===== config.mk =====
export PLATFORM = sky130hd
export DESIGN_NAME = ysyx_22051013_wb_arbiter
export DESIGN_NICKNAME = d
export VERILOG_FILES = /design/src/rtl/ysyx_22051013_wb_arbiter.sv
export SDC_FILE = /design/constraint.sdc
export NUM_CORES = 1
export LEC_CHECK = 0
export BUFFER_PORTS_ARGS = -buffer_cell sky130_fd_sc_hd__buf_4
export CAP_MARGIN = 15
export CORE_MARGIN = 3
export CORE_UTILIZATION = 38
export DETAILED_ROUTE_END_ITERATION = 7
export GPL_ROUTABILITY_DRIVEN = 0
export PLACE_DENSITY = 0.65
export SLEW_MARGIN = 15
export SYNTH_ARGS = -nofsm -noshare
export SYNTH_HDL_FRONTEND = slang
export SYNTH_SLANG_ARGS = --single-unit
export TNS_END_PERCENT = 10

===== constraint.sdc =====
create_clock -name clk -period 5.02 [get_ports clk]
set_input_delay 0.251 -clock clk [delete_from_list [all_inputs] [get_ports clk]]
set_output_delay 0.251 -clock clk [all_outputs]
set_load 0.01 [all_outputs]

===== src/rtl/ysyx_22051013_wb_arbiter.sv =====
// Writeback arbiter: round-robin grant among EXU/LSU/MDU, registered
// register-file write port, destination-register scoreboard and a
// saturating counter of cycles with competing writeback requests.
module ysyx_22051013_wb_arbiter #(
    parameter int XLEN  = 64,
    parameter int CNT_W = 16
) (
    input  logic                clk,
    input  logic                rst,
    input  logic [2:0]          req_valid,
    output logic [2:0]          req_ready,
    input  logic [14:0]         req_addr,
    input  logic [3*XLEN-1:0]   req_data,
    input  logic                issue_en,
    input  logic [4:0]          issue_addr,
    input  logic                flush,
    output logic                rf_wen,
    output logic [4:0]          rf_waddr,
    output logic [XLEN-1:0]     rf_wdata,
    output logic [31:0]         sb_busy,
    output logic [CNT_W-1:0]    perf_conflict
);

    // Round-robin pointer: the requester searched first in the next cycle.
    typedef enum logic [1:0] {
        PTR_EXU = 2'd0,
        PTR_LSU = 2'd1,
        PTR_MDU = 2'd2
    } rr_ptr_t;

    rr_ptr_t         rr_ptr, rr_ptr_next;
    logic [2:0]      valid_rot;
    logic [1:0]      grant_off;
    logic [2:0]      grant_sum;
    logic [1:0]      grant_idx;
    logic            grant_found;
    logic            transfer;
    logic [4:0]      sel_addr;
    logic [XLEN-1:0] sel_data;
    logic            conflict;
    logic [31:0]     sb_next;

    // Grant selection: rotate the valid vector so bit 0 is the pointer's requester.
    // NOTE: every combinational output gets a default first so no path leaves it unassigned, which would infer a latch.
    always_comb begin
        valid_rot   = req_valid;
        grant_off   = 2'd0;
        grant_found = 1'b0;
        case (rr_ptr)
            PTR_LSU: valid_rot = {req_valid[0], req_valid[2], req_valid[1]};
            PTR_MDU: valid_rot = {req_valid[1], req_valid[0], req_valid[2]};
            default: valid_rot = req_valid;
        endcase
        if (valid_rot[0]) begin
            grant_found = 1'b1;
            grant_off   = 2'd0;
        end else if (valid_rot[1]) begin
            grant_found = 1'b1;
            grant_off   = 2'd1;
        end else if (valid_rot[2]) begin
            grant_found = 1'b1;
            grant_off   = 2'd2;
        end
        grant_sum = {1'b0, rr_ptr} + {1'b0, grant_off};
        grant_idx = (grant_sum >= 3'd3) ? 2'(grant_sum - 3'd3) : grant_sum[1:0];
    end

    // One-hot ready, forced low while reset is asserted.
    always_comb begin
        req_ready = 3'b000;
        if (grant_found && rst) begin
            req_ready = 3'b001 << grant_idx;
        end
    end

    assign transfer = |(req_valid & req_ready);
    assign conflict = (req_valid[0] & req_valid[1]) |
                      (req_valid[0] & req_valid[2]) |
                      (req_valid[1] & req_valid[2]);

    // Mux the granted requester's destination and data.
    always_comb begin
        sel_addr = req_addr[4:0];
        sel_data = req_data[XLEN-1:0];
        case (grant_idx)
            2'd1: begin
                sel_addr = req_addr[9:5];
                sel_data = req_data[2*XLEN-1:XLEN];
            end
            2'd2: begin
                sel_addr = req_addr[14:10];
                sel_data = req_data[3*XLEN-1:2*XLEN];
            end
            default: begin
                sel_addr = req_addr[4:0];
                sel_data = req_data[XLEN-1:0];
            end
        endcase
    end

    // Next pointer: follows the granted requester, restarts at EXU on flush.
    always_comb begin
        rr_ptr_next = rr_ptr;
        if (transfer) begin
            case (grant_idx)
                2'd0:    rr_ptr_next = PTR_LSU;
                2'd1:    rr_ptr_next = PTR_MDU;
                default: rr_ptr_next = PTR_EXU;
            endcase
        end
        if (flush) begin
            rr_ptr_next = PTR_EXU;
        end
    end

    // Pointer state register.
    // NOTE: sequential state uses non-blocking assignments so every flop samples pre-edge values.
    always_ff @(posedge clk or negedge rst) begin
        if (!rst) begin
            rr_ptr <= PTR_EXU;
        end else begin
            rr_ptr <= rr_ptr_next;
        end
    end

    // Scoreboard update: flush clears, writeback clears, issue sets last so it wins.
    always_comb begin
        sb_next = flush ? 32'd0 : sb_busy;
        if (transfer && (sel_addr != 5'd0)) begin
            sb_next[sel_addr] = 1'b0;
        end
        if (issue_en && (issue_addr != 5'd0)) begin
            sb_next[issue_addr] = 1'b1;
        end
        sb_next[0] = 1'b0;
    end

    // Registered writeback port, scoreboard and conflict counter.
    always_ff @(posedge clk or negedge rst) begin
        if (!rst) begin
            rf_wen        <= 1'b0;
            rf_waddr      <= 5'd0;
            rf_wdata      <= '0;
            sb_busy       <= 32'd0;
            perf_conflict <= '0;
        end else begin
            rf_wen  <= transfer && (sel_addr != 5'd0);
            if (transfer) begin
                rf_waddr <= sel_addr;
                rf_wdata <= sel_data;
            end
            sb_busy <= sb_next;
            if (conflict && (perf_conflict != {CNT_W{1'b1}})) begin
                perf_conflict <= perf_conflict + 1'b1;
            end
        end
    end

endmodule


==> summary.txt <==
Clocking
  • CTS buffer count: 17
  • CTS clk-pin slew, worst paths: 0.05 ns
  • CTS tree: built
  • Max clock buf depth: 2
  • Insertion delay to the later sink of the worst-skew pair: ~0.42 ns
  • CTS H-Tree Depth: 4
  • Post-CTS Setup Bufs: 0
  • CTS root buffer: clkbuf_16
  • Clock sink count: 119

Routing
  • Starting DRT DRC Count: 379
  • Final ANT Viol Nets: 0
  • Via density: roughly 5.3
  • Drt first pass iters: 7
  • Vias: ~7000
  • DRT Wirelength: ~24000 um
  • Routed len/inst: about 18 um
  • Drt drc: 0

Timing
  • Worst slew pin tran: around 1.0 ns
  • Relative slew margins: 30.49%
  • Setup TNS Final: 0 ns
  • Max Freq: 0.2182 GHz
  • Minimum clock period: about 4.6 ns
  • RSZ-0062 raised after global routing: no
  • Slew Viols, Final: 0
  • Hold Violations, Final: 0
  • Final period utilization: around nine tenths
  • Setup violations, final: 0
  • Final Skew: ~0.0067 ns

Floorplan
  • Ports: 340
  • Starting Density: 39.14%
  • Die Span Y: between 100 and 150 um
  • Core Rows: 47
  • CORE AREA: roughly 17000 um2
  • Die area: roughly 19000 um2
  • Die width: between 100 and 150 um

Global route
  • Total global-route track usage: between 20% and 30%
  • Initial antenna violation count: 0
  • Pin count of the biggest net entering global routing: 67
  • Vias in the first global route: roughly 6500
  • GRT overflow: 0
  • Met2 Track Usage GR: between 30% and 40%
  • GRT busiest layer: met2
  • Grt met3 use: 7.831%
  • Global-route wire length before repair: 35730 um
  • GR Util met1: between 30% and 40%

Layout
  • Commonest cells after routing, fill and taps aside: buf_4 (349), nand2_1 (141), o21ai_0 (134)
  • Share of layout cells above drive strength 1: a little under two fifths
  • Most common cell after layout, fill and taps aside: buf_4
  • N_diodes: 0
  • Nets: 1310
  • Non-Filler Instances: around 1300
  • Fillers: about 1600
  • Area growth syn-to-layout: 49.27%

Synth
  • Syn Nets: 998
  • Netlist cell types: 55
  • Yosys reg bits: about 120
  • Synthesis warning total: 0
  • EDFF count, synth: 0
  • Post-synth top flop: dfrtp_1
  • Ys async rst share: between 90% and 100%
  • Sequential fraction of the synthesis area: 45.56%
  • Syn Inst Count: between 700 and 800
  • Post-synth top area share: a little under half
  • Top area cells in the synthesized netlist: dfrtp_1 (46%), o21ai_0 (10%), nand2_1 (8.1%), a22oi_1 (7.9%), a21oi_1 (4.1%)
  • Post-synthesis cell area: about 6500 um2
  • Cell taking the most area after synthesis: dfrtp_1
  • Syn Area/Cell: approximately 8.5 um2

Critical path
  • Reg2Reg Setup Slack: approximately 0.52 ns
  • CP Max Fanout: 65
  • CP Launch Type: flop
  • CP Capture Type: primary output
  • Kind of critical path: flop to primary output
  • Worst EP arrival: around 4.3 ns
  • CP required: ~4.8 ns

Flow run
  • Max Cap Violations: 0

Place
  • Inst Count DP: 1282
  • Placed wire-length estimate: between 15000 and 20000 um
  • Quantity of I/O buffers inserted on ports: ~340

Power
  • Lkg Pwr: approximately 4.7 nW
  • Power density cells: around 770 nW/um2
  • Max VDD drop: between 0.3 and 0.4 mV

Outcome
  • Status: finished clean

Min path
  • Hold WC Path Type: input pin to flop
[metal layers]
metal	vias to the layer above	share of wire [%]
met5	-	0
met4	0	2.7
met3	42	8.6
met2	307	49
met1	3205	40
li1	3381	-
[cells in the mapped netlist (all sizes together), types with 5 or more instances]
cell,count
nand2,141
o21ai,134
dfrtp,119
a22oi,69
nor2,63
a21oi,54
buf,30
clkbuf,30
a31oi,17
nor4,17
ha,8
inv,8
xor2,8
nor2b,7
nor3,6
nand3b,5
or3b,5
[area by class of cell]
type	instances	area, um2	area share [%]
Inverter	8	30.03	0.3078
Clock buffer	20	446.7	4.578
Multi-Input combinational cell	583	3273	33.55
Timing Repair Buffer	353	2673	27.39
Clock inverter	12	81.33	0.8335
Tap cell	220	275.3	2.821
Sequential cell	119	2978	30.52
[worst max-delay path, cell delays in order, from the launching register on]
cell and delay, ns:
dfrtp_1 0.40, inv_1 0.11, ha_1 0.22, nor2b_1 0.21, a32oi_1 0.09, o22ai_1 0.18, ha_1 0.16, inv_1 0.04
fa_1 0.52, inv_1 0.06, ha_1 0.17, nor2b_1 0.22, nor2b_1 0.18, o21ai_0 0.19, inv_1 0.11, ha_2 0.27
buf_6 0.43, and2_1 0.20, buf_4 0.11
[worst paths after layout]
check	end	startpoint	cells past startpoint
worst min-delay path	rr_ptr[0]$_DFFE_PN0P_	flush	2
max in group asynchronous	rf_wdata[53]$_DFFE_PN0P_	rst	3
min in group asynchronous	perf_conflict[5]$_DFFE_PN0P_	rst	2
worst max-delay path	req_ready[2]	rr_ptr[1]$_DFFE_PN0P_	18
worst min register to register	rf_wdata[62]$_DFFE_PN0P_	rf_wdata[62]$_DFFE_PN0P_	2
worst max register to register	rf_waddr[1]$_DFFE_PN0P_	rr_ptr[1]$_DFFE_PN0P_	18
[flip-flops by register name, summed over array words and instances, names as in the netlist]
| name | count |
|---|---|
| rf_waddr | 5 |
| rf_wen | 1 |
| rr_ptr | 2 |
| perf_conflict | 16 |
| sb_busy | 31 |
| rf_wdata | 64 |
[power breakdown]
part | switching, W | leakage (nW) | internal (W)
registers | 0.000198 | 1.54 | 0.00128
logic | 0.00304 | 2.94 | 0.00187
clock network | 0.000451 | 0.252 | 0.000639
[cell families (layout without fill, tap and decap cells)]
family          count (synthesis)  count (layout)  share of synthesized area (%)
flops                         119             119                          45.56
mux                             6               6                          1.110
other cells                     1               1                        0.05737
simple gates                  263             263                          18.63
compound gates                292             292                          26.42
fa+ha+maj                      10              10                          2.010
buf+inv                        68             393                          4.747
xor+xnor                       11              11                          1.474
[stage by stage]
step / instance area (um2) / util [%] / hold WS (ns) / power (W) / setup slack (ns)
after floorplan: 6536 / - / -0.04459 / 0.004761 / 1.005
after global routing: 9757 / 58.42 / 0.007086 / 0.008211 / 0.02555
after global placement: 9209 / 55.14 / 0.4019 / 0.006344 / 0.6949
after CTS: 9747 / 58.36 / 0.005637 / 0.007507 / 0.3073
final: 9757 / 58.42 / 0.01694 / 0.007482 / 0.4378
after detailed placement: 9209 / 55.14 / 0.4069 / 0.006406 / 0.5272
[what timing repair did]
action,CTS,global route
gates resized for setup,0,3
hold buffers,1,0
setup endpoints to repair,0,3
hold endpoints to repair,62,0
(Power assumes the default switching activity.)
